File: config.mk
export PLATFORM = sky130hd
export DESIGN_NAME = dmem_arbiter
export DESIGN_NICKNAME = d
export VERILOG_FILES = /design/src/rtl/dmem_arb_pkg.sv /design/src/rtl/dmem_arb_perf.sv /design/src/rtl/dmem_arbiter.sv
export SDC_FILE = /design/constraint.sdc
export NUM_CORES = 1
export LEC_CHECK = 0
export CAP_MARGIN = 20
export CORE_AREA = 2 2 103 105
export CTS_CLUSTER_DIAMETER = 50
export DETAILED_ROUTE_END_ITERATION = 10
export DIE_AREA = 0 0 105 107
export PLACE_DENSITY = 0.65
export SYNTH_ARGS = -nofsm -noshare
export SYNTH_HDL_FRONTEND = slang
export SYNTH_SLANG_ARGS = --single-unit
File: constraint.sdc
create_clock -name clk -period 5.1 [get_ports clk]
set_clock_uncertainty 0.15 [all_clocks]
set_input_delay 1.02 -clock clk [delete_from_list [all_inputs] [get_ports clk]]
set_output_delay 1.02 -clock clk [all_outputs]
set_load 0.02 [all_outputs]
File: src/rtl/dmem_arb_pkg.sv
// Shared types and constants for the data-memory arbiter.
// Contents: FSM state enum, default burst/wait limits, counter-width helper.
package dmem_arb_pkg;

    typedef enum logic [1:0] {
        IDLE   = 2'd0,
        CPU_RD = 2'd1,
        CAM    = 2'd2
    } state_t;

    localparam int unsigned CAM_BURST_DEF    = 8;
    localparam int unsigned CAM_WAIT_MAX_DEF = 4;

    // Bits needed to hold the values 0..n inclusive.
    function automatic int unsigned cnt_width(input int unsigned n);
        return $clog2(n + 1);
    endfunction

endpackage

File: src/rtl/dmem_arb_perf.sv
// Performance counters for the data-memory arbiter.
// Ports: clk, reset (async, active-high), stall / cam_xfer event strobes,
//        perf_stall_cnt / perf_cam_beats 32-bit wrapping counts.
module dmem_arb_perf (
    input  logic        clk,
    input  logic        reset,
    input  logic        stall,
    input  logic        cam_xfer,
    output logic [31:0] perf_stall_cnt,
    output logic [31:0] perf_cam_beats
);

    // Free-running event counters, wrapping naturally at 2^32.
    always_ff @(posedge clk or posedge reset) begin
        if (reset) begin
            perf_stall_cnt <= 32'd0;
            perf_cam_beats <= 32'd0;
        end else begin
            if (stall)    perf_stall_cnt <= perf_stall_cnt + 32'd1;
            if (cam_xfer) perf_cam_beats <= perf_cam_beats + 32'd1;
        end
    end

endmodule

File: src/rtl/dmem_arbiter.sv
// Single-port data-memory arbiter: CPU MEM stage vs camera frame writer.
// One access per cycle; CPU loads take a second cycle for read data; the
// camera is forced ahead after CAM_WAIT_MAX refused cycles.
// Ports: clk, reset (async, active-high); cpu_req/we/addr/wdata in,
//        cpu_rdata/cpu_stall out; cam_valid/addr/wdata in, cam_ready out;
//        mem_we/addr/wdata out, mem_rdata in.
// Optional: DMEM_ARB_PERF_EN adds perf_stall_cnt and perf_cam_beats outputs.
module dmem_arbiter
    import dmem_arb_pkg::*;
#(
    parameter int unsigned CAM_BURST    = CAM_BURST_DEF,
    parameter int unsigned CAM_WAIT_MAX = CAM_WAIT_MAX_DEF
) (
    input  logic        clk,
    input  logic        reset,
    input  logic        cpu_req,
    input  logic        cpu_we,
    input  logic [31:0] cpu_addr,
    input  logic [31:0] cpu_wdata,
    output logic [31:0] cpu_rdata,
    output logic        cpu_stall,
    input  logic        cam_valid,
    input  logic [31:0] cam_addr,
    input  logic [31:0] cam_wdata,
    output logic        cam_ready,
    output logic        mem_we,
    output logic [31:0] mem_addr,
    output logic [31:0] mem_wdata,
    input  logic [31:0] mem_rdata
`ifdef DMEM_ARB_PERF_EN
   ,output logic [31:0] perf_stall_cnt,
    output logic [31:0] perf_cam_beats
`endif
);

    localparam int unsigned BW = cnt_width(CAM_BURST);
    localparam int unsigned WW = cnt_width(CAM_WAIT_MAX);

    state_t          state, state_nxt;
    logic [BW-1:0]   beat_cnt, beat_nxt;
    logic [WW-1:0]   wait_cnt, wait_nxt;
    logic            starve;

    // State and counter registers.
    always_ff @(posedge clk or posedge reset) begin
        if (reset) begin
            state    <= IDLE;
            beat_cnt <= '0;
            wait_cnt <= '0;
        end else begin
            state    <= state_nxt;
            beat_cnt <= beat_nxt;
            wait_cnt <= wait_nxt;
        end
    end

    assign starve = cam_valid && (wait_cnt == WW'(CAM_WAIT_MAX));

    // Arbitration, next state and memory-port outputs.
    always_comb begin
        state_nxt = state;
        beat_nxt  = beat_cnt;
        wait_nxt  = wait_cnt;
        mem_we    = 1'b0;
        mem_addr  = 32'd0;
        mem_wdata = 32'd0;
        cam_ready = 1'b0;
        cpu_rdata = 32'd0;
        cpu_stall = 1'b0;

        case (state)
            IDLE: begin
                if (cpu_req && !starve) begin
                    mem_addr = cpu_addr;
                    if (cpu_we) begin
                        mem_we    = 1'b1;
                        mem_wdata = cpu_wdata;
                    end else begin
                        cpu_stall = 1'b1;
                        state_nxt = CPU_RD;
                    end
                end else if (cam_valid) begin
                    cam_ready = 1'b1;
                    mem_we    = 1'b1;
                    mem_addr  = cam_addr;
                    mem_wdata = cam_wdata;
                    beat_nxt  = BW'(1);
                    cpu_stall = cpu_req;
                    if (CAM_BURST > 1) state_nxt = CAM;
                end
            end
            CPU_RD: begin
                cpu_rdata = mem_rdata;
                state_nxt = IDLE;
            end
            CAM: begin
                cpu_stall = cpu_req;
                // Burst exhausted or camera idle: spend one cycle returning
                // to IDLE so the CPU is served next.
                if (beat_cnt == BW'(CAM_BURST) || !cam_valid) begin
                    state_nxt = IDLE;
                end else begin
                    cam_ready = 1'b1;
                    mem_we    = 1'b1;
                    mem_addr  = cam_addr;
                    mem_wdata = cam_wdata;
                    beat_nxt  = beat_cnt + BW'(1);
                end
            end
            default: state_nxt = IDLE;
        endcase

        // Outputs are quiet while reset is held; the CPU keeps stalling.
        if (reset) begin
            mem_we    = 1'b0;
            mem_addr  = 32'd0;
            mem_wdata = 32'd0;
            cam_ready = 1'b0;
            cpu_rdata = 32'd0;
            cpu_stall = cpu_req;
        end

        // Starvation counter: counts refused camera cycles, saturating.
        if (!cam_valid || cam_ready) begin
            wait_nxt = '0;
        end else if (wait_cnt != WW'(CAM_WAIT_MAX)) begin
            wait_nxt = wait_cnt + WW'(1);
        end
    end

`ifdef DMEM_ARB_PERF_EN
    logic cam_xfer;
    assign cam_xfer = cam_valid & cam_ready;

    dmem_arb_perf u_perf (
        .clk            (clk),
        .reset          (reset),
        .stall          (cpu_stall),
        .cam_xfer       (cam_xfer),
        .perf_stall_cnt (perf_stall_cnt),
        .perf_cam_beats (perf_cam_beats)
    );
`endif

endmodule

Word level (Yosys, flattened, before mapping)
Index checks and enable logic that the tools add are counted.

word-level totals
  bits in registers = 9
  latch bits = 0
  RAM bits = 0
  bits in read-only memories = 0
  output and inout port bits = 99
  word-level logic and storage cells = 65
  memories = 0

cells by class
  add/subtract/negate cells = 2
  multiply operators = 0
  div/mod/pow operators = 0
  $lt $le $gt $ge = 0
  equal/unequal tests = 11
  shift-type cells = 0
  multiplexer cells = 38
  bitwise operators = 0
  reductions and logical operators = 11

operators with widths
  operator             number
  $mux 32              11
  $pmux 32 s2          2
  $mux 4               3
  $mux 1               11
  $ne 3x3->1 const B   3
  $mux 2               4
  $ne 2x2->1 const B   4
  $pmux 4 s2           1
  $mux 3               2
  $pmux 1 s2           3
  $add 4x1->4 const B  1
  $eq 4x4->1 const B   1
  $pmux 2 s2           1
  $reduce_and 4->1     1
  $reduce_bool 2->1    2
  $add 3x1->3 const B  1
  $eq 3x3->1 const B   1
  $reduce_and 3->1     1
  $eq 2x1->1 const B   1
  $eq 2x2->1 const B   1
  $logic_and 1x1->1    2
  $logic_not 1->1      2
  $logic_not 2->1      1
  $logic_or 1x1->1     2

Depth between registers and ports, before layout
Gate-level depths: netlist of run 1.

  depth after elaboration = 9
  mapped depth = 7

Worst setup path before layout of run 1
Ideal clock, no wire load.

  kind = input port to output port
  from = in cpu_req
  to = out mem_addr[28]
  data arrival time = 2.055 ns
  slack = 1.875 ns
  stages on the path = 5
  path buffers = 2
  cells stage by stage = a21bo_2 -> a32o_1 -> buf_6 -> buf_6 -> a32o_1

on the way
  cells in the longest elaborated chain, start to end = 4

RTL lines
  what               line                 source
  start, declared    dmem_arbiter.sv:16   input logic cpu_req,
  $logic_and 1x1->1  dmem_arbiter.sv:73   if (cpu_req && !starve) begin
  $mux 32            dmem_arbiter.sv:73
  $pmux 32 s2        dmem_arbiter.sv:71   case (state)
  $mux 32            dmem_arbiter.sv:114  if (reset) begin
  end, declared      dmem_arbiter.sv:27   output logic [31:0] mem_addr,

Every way passes these cells.

Worst setup path in the final report of run 1
  from = in cpu_req
  to = out mem_wdata[4]

on the way
  cells in the longest elaborated chain, start to end = 4

RTL lines
  what               line                 source
  $logic_and 1x1->1  dmem_arbiter.sv:73
  $mux 32            dmem_arbiter.sv:73
  $pmux 32 s2        dmem_arbiter.sv:71
  $mux 32            dmem_arbiter.sv:114
  end, declared      dmem_arbiter.sv:28   output logic [31:0] mem_wdata,

Every way passes these cells.

==> results of run 1 <==
[registers in the layout (all words and copies together), names as in the netlist]
register	flops
beat_cnt	4
wait_cnt	3
state	2
[worst max-delay path, cell delays in order]
cell and delay, ps:
clkdlybuf4s50_1 530, nor4b_1 310, and3_1 240, buf_4 340, a32o_1 200, clkdlybuf4s50_1 630
[path summary, 6_finish.rpt]
check	startpoint	endpoint	slack, ps	cells after the start
setup reg to reg	wait_cnt[0]$_DFFE_PP0P_	beat_cnt[0]$_DFFE_PP0P_	3100	6
hold / removal	beat_cnt[3]$_DFFE_PP0P_	beat_cnt[3]$_DFFE_PP0P_	430	2
setup / recovery	cpu_req	mem_wdata[4]	660	6
hold reg to reg	beat_cnt[3]$_DFFE_PP0P_	beat_cnt[3]$_DFFE_PP0P_	430	2
min in group asynchronous	reset	state[0]$_DFFE_PP0P_	1290	3
max in group asynchronous	reset	wait_cnt[1]$_DFFE_PP0P_	2990	3
[metal layers]
| layer | track usage | up-vias |
|---|---|---|
| li1 | - | 1243 |
| met1 | 0.182 | 1201 |
| met2 | 0.302 | 151 |
| met3 | 0.0529 | 8 |
| met4 | 0.0229 | 0 |
| met5 | 0 | - |
[layout make-up]
| type | instances | area [um2] | area share |
|---|---|---|---|
| Sequential cell | 9 | 225 | 0.0523 |
| Tap cell | 136 | 170 | 0.0395 |
| Clock buffer | 4 | 45.0 | 0.0105 |
| Multi-Input combinational cell | 141 | 1170 | 0.271 |
| Timing Repair Buffer | 267 | 2680 | 0.622 |
| Inverter | 6 | 22.5 | 0.00523 |
[kinds of logic (layout without fill, tap and decap cells)]
group | after synthesis | in the layout
AO/OA/AOI/OAI | 81 | 81
AND/OR/NAND/NOR | 54 | 54
buffers and inverters | 32 | 277
flip-flops | 9 | 9
adder cells (fa/ha/maj) | 4 | 4
multiplexers | 2 | 2
[metrics by stage]
| step | instances | setup WS [ps] | utilization | power (mW) | area, um2 |
|---|---|---|---|---|---|
| floorplan | 182 | 1870 | - | 0.307 | 1590 |
| global placement | 559 | 689 | 0.422 | 0.543 | 4260 |
| detailed placement | 559 | 630 | 0.422 | 0.549 | 4260 |
| CTS | 563 | 619 | 0.426 | 0.637 | 4300 |
| global route | 563 | 506 | 0.426 | 0.668 | 4300 |
| finish | 563 | 660 | 0.426 | 0.630 | 4300 |
[Yosys cell counts]
cell      count  share of area
and3_1        5          0.020
nand3b_1      4          0.019
dfrtp_1       9           0.14
and4_1        1         0.0055
ha_1          4          0.032
buf_2         3         0.0095
nor4b_1       1         0.0055
a21boi_0      1         0.0047
and3b_1       1         0.0055
nand4b_1      1         0.0055
a21bo_2       2          0.013
inv_1         5          0.012
mux2i_1       1         0.0063
o211ai_1      1         0.0047
o21a_1        2         0.0095
clkinv_1      1         0.0024
clkbuf_1     12          0.028
and2_1       34           0.13
nor2_1        3         0.0071
o21ai_0       3         0.0095
buf_4         3          0.014
a32o_1       65           0.41
a21oi_1       6          0.019
buf_6         8          0.057
a31oi_1       1         0.0039
nand3_1       3         0.0095
mux2_2        1         0.0071
or3_1         1         0.0039
[power groups by stage]
stage	registers [mW]	logic, mW	clock network, mW
final	0.0979	0.449	0.0831
after global routing	0.100	0.477	0.0905
after CTS	0.0978	0.453	0.0863
after detailed placement	0.0989	0.450	0
after global placement	0.0980	0.445	0
after floorplan	0.0945	0.212	0
[cell usage in the layout (no fill, tap or decap)]
| cell | netlist | layout |
|---|---|---|
| a21bo_2 | 2 | 2 |
| a21boi_0 | 1 | 1 |
| a21oi_1 | 6 | 6 |
| a31oi_1 | 1 | 1 |
| a32o_1 | 65 | 64 |
| a32o_2 | 0 | 1 |
| and2_1 | 34 | 34 |
| and3_1 | 5 | 5 |
| and3b_1 | 1 | 1 |
| and4_1 | 1 | 1 |
| buf_12 | 0 | 1 |
| buf_4 | 3 | 3 |
| clkbuf_1 | 12 | 1 |
| clkbuf_8 | 0 | 3 |
| clkdlybuf4s50_1 | 0 | 263 |
| dfrtp_1 | 9 | 9 |
| ha_1 | 4 | 4 |
| inv_1 | 5 | 5 |
| inv_2 | 0 | 1 |
| mux2_2 | 1 | 1 |
| mux2i_1 | 1 | 1 |
| nand3_1 | 3 | 3 |
| nand3b_1 | 4 | 4 |
| nand4b_1 | 1 | 1 |
| nor2_1 | 3 | 3 |
| nor4b_1 | 1 | 1 |
| o211ai_1 | 1 | 1 |
| o21a_1 | 2 | 2 |
| o21ai_0 | 3 | 3 |
| or3_1 | 1 | 1 |
==> results.toml, run 1 <==
[run_status]
status = "finished, final reports clean"

[sta]
setup_viol = 0
hold_slack_ps = 426
slew_violations = 0
clock.fmax_mhz = 225
min_period_over_period = 0.871
hold_viol_final = 0
rsz0062_at_grt = "false"
slew_headroom = 0.461
worst_pin_slew_ps = 809
tns_ps = 0
min_period_ps = 4440

[synthesis]
synthSimpleGateAreaFrac = 0.215
ys_seq_area_frac = 0.142
syn_area_per_cell_um2 = 8.71
synth_xor_area_frac = 0
syn_area_um2 = 1590
synthCells = 182
yosys_warnings = 0
synth.area.mux_share = 0.0134
synth_compound_area_frac = 0.474
synth_seq_cells = 9
synth_nets = 351
synthAdderAreaFrac = 0.0316
synth_top_family_by_area = "compound AO/OA/AOI/OAI gates"
netlist-cell-type-count = 28

[clock_network]
cts.sinks = 9
clk_latency_ps = 230
cts.path.max_buffers = 2
postCtsSetupRepairBufs = 0
root_buffer = "clkbuf_8"
h-tree-depth = 1
path_clk_slew_ps = 50
numCtsBuffers = 3
cts.repair.resized = 0
holdBufCountCts = 0
cts_tree = "yes"

[placement]
io_buffer_count = 263
dp_hpwl_um = 8040
gp_congestion = 0.732

[cells_and_area]
diodes = 0
nNetsFinal = 597
synthToLayoutAreaGrowth_pct = 172
fillers = 1020
post_route_cells_drive_above_1_share = 0.0281

[floorplan]
io_pins = 264
start_util = 0.157
die_h_um = 107
coreArea_um2 = 10100
die-area_um2 = 11200
rows = 37
fp.dieW_um = 105

[detailed_routing]
vias = 2603
wl_met1_um = 3660
drt-initial-drc-count = 161
top_layer = "met4"
met3_length_um = 1030
drc = 0
wl_met2_um = 5150
ant_nets = 0
firstDrtPassIters = 4
drt-total-wl_um = 9930
wire_per_inst_um = 17.6
vias_per_cell = 4.62

[global_routing]
grt_max_degree = 78
grt_overflow = 0
antenna_found_initial = 0
grt_use_total = 0.162
grt_pass1_vias = 2604
grt_pass1_wl_um = 14600

[critical_path]
critical_path.max_fanout = 32
crit_required_ps = 3930
crit_arrival_ps = 3270
crit_type = "in2out"
crit_path_end_kind = "primary output"
cp-start-kind = "input port"

[job]
maxCapViolations = 0

[pwr]
p_sw_mw = 0.233
pwr_density_cell_nw_per_um2 = 146
vdd_drop_max_mv = 0.0840
leakage_nw = 1.54
p_seq_frac = 0.155
clkPwrFrac = 0.132
combPwrFrac = 0.713
p_int_mw = 0.397
netSwitchingFraction = 0.370

[worst_hold_path]
hold_path.class = "reg2reg"
Power figures use the tool's default switching activity.
==> inputs of run 2 (changes only) <==
- REMOVE_ABC_BUFFERS: not set -> 1
==> results.toml, run 2 (same netlist as run 1, synthesis figures left out) <==
[placement]
dp.cells = 560
gp_congestion = 0.746
dp_hpwl_um = 7960
io_buffer_count = 263

[clock_network]
cts.path.max_buffers = 2
numCtsBuffers = 3
clk_latency_ps = 230
cts_tree = "yes"
root_buffer = "clkbuf_8"
h-tree-depth = 1
holdBufCountCts = 0
postCtsSetupRepairBufs = 0
path_clk_slew_ps = 50
cts.sinks = 9
cts.repair.resized = 0

[worst_hold_path]
hold_depth = 2
hold_path_end = "beat_cnt[3]$_DFFE_PP0P_"
hold_path.class = "reg2reg"
hp-start = "beat_cnt[3]$_DFFE_PP0P_"

[cells_and_area]
post_route_cells_drive_above_1_share = 0.0304
diodes = 0
final_cell_mix = "clkdlybuf4s50_1 (263), a32o_1 (64), and2_1 (34)"
largestRegisters = "beat_cnt: 4 flops, wait_cnt: 3 flops, state: 2 flops"
final_common_cell = "clkdlybuf4s50_1"
largest-register = "beat_cnt"
nNetsFinal = 598
stdcell_count = 564
largest_register_ffs = 4
synthToLayoutAreaGrowth_pct = 171

[critical_path]
crit_arrival_ps = 3330
crit_required_ps = 3930
r2r_slack_ps = 3060
crit_type = "in2out"
r2r_start = "wait_cnt[0]$_DFFE_PP0P_"
r2r_cells = 6
crit_path_end_kind = "primary output"
critical_path.max_fanout = 34
cp-start-kind = "input port"
rr_endpoint = "beat_cnt[0]$_DFFE_PP0P_"

[floorplan]
coreArea_um2 = 10100
fp.dieW_um = 105
die_h_um = 107
start_util = 0.157
die-area_um2 = 11200
rows = 37
io_pins = 264

[pwr]
combPwrFrac = 0.715
clkPwrFrac = 0.131
p_seq_frac = 0.155
vdd_drop_max_mv = 0.0870
leakage_nw = 1.54
netSwitchingFraction = 0.372
pwr_density_cell_nw_per_um2 = 146
p_sw_mw = 0.234
p_int_mw = 0.395

[sta]
min_period_ps = 4500
setup_viol = 0
min_period_over_period = 0.883
rsz0062_at_grt = "false"
slew_headroom = 0.437
worst_pin_slew_ps = 844
hold_viol_final = 0
slew_violations = 0
hold_slack_ps = 423
clock.fmax_mhz = 222
tns_ps = 0

[detailed_routing]
wire_per_inst_um = 17.5
drt-total-wl_um = 9870
vias = 2657
vias_per_cell = 4.71
ant_nets = 0
firstDrtPassIters = 5
drc = 0
drt-initial-drc-count = 221

[global_routing]
grt_use_total = 0.157
antenna_found_initial = 0
grt_overflow = 0
grt_max_degree = 78
grt_pass1_wl_um = 14200
grt_pass1_vias = 2707

[run_status]
status = "finished, final reports clean"

[job]
maxCapViolations = 0
run 2: cell count changes in the layout (fill, tap and decap cells not counted), sizes merged:
cell	delta
buf	+1
run 2: layer usage:
layer	part of all wire	wire length, um	GRT usage
met1	0.38	3730	0.174
met5	0	0	0
met3	0.093	918	0.0371
met4	0.027	271	0.0476
met2	0.50	4950	0.297
run 2: worst max-delay path by stage:
stage / startpoint / to / slack, ps / cells past startpoint
5_1_grt: cam_valid / mem_wdata[10] / 500 / 6
3_5_place_dp: cam_valid / mem_wdata[23] / 590 / 6
3_3_place_gp: cam_valid / mem_wdata[23] / 700 / 6
6_report: cam_valid / mem_wdata[10] / 600 / 6
2_1_floorplan: reset / cpu_rdata[0] / 670 / 3
4_1_cts: cam_valid / mem_wdata[23] / 580 / 6
run 2: power by group through the flow:
stage / clock network, mW / registers, mW / logic [mW]
detailed placement: 0 / 0.0981 / 0.450
global route: 0.0887 / 0.0996 / 0.477
global placement: 0 / 0.0981 / 0.446
floorplan: 0 / 0.0946 / 0.187
finish: 0.0822 / 0.0973 / 0.449
CTS: 0.0839 / 0.0972 / 0.454
run 2: final cells by class:
type                            count  area (um2)
Timing Repair Buffer              268        2670
Clock buffer                        4        45.0
Sequential cell                     9         225
Fill cell                        1022        5790
Inverter                            6        22.5
Tap cell                          136         170
Multi-Input combinational cell    141        1170
run 2: worst max-delay path, cell delays in order:
cell	delay, ps
clkdlybuf4s50_1	610
and3b_1	260
a32o_2	160
buf_4	350
a32o_1	220
clkdlybuf4s50_1	700
run 2: per-stage QoR:
step	setup slack, ps	utilization	total power [mW]	instance area (um2)
3_5_place_dp	589	0.422	0.548	4250
2_1_floorplan	672	-	0.281	1410
6_report	596	0.426	0.629	4300
4_1_cts	578	0.426	0.635	4300
5_1_grt	504	0.426	0.666	4300
3_3_place_gp	696	0.422	0.545	4250
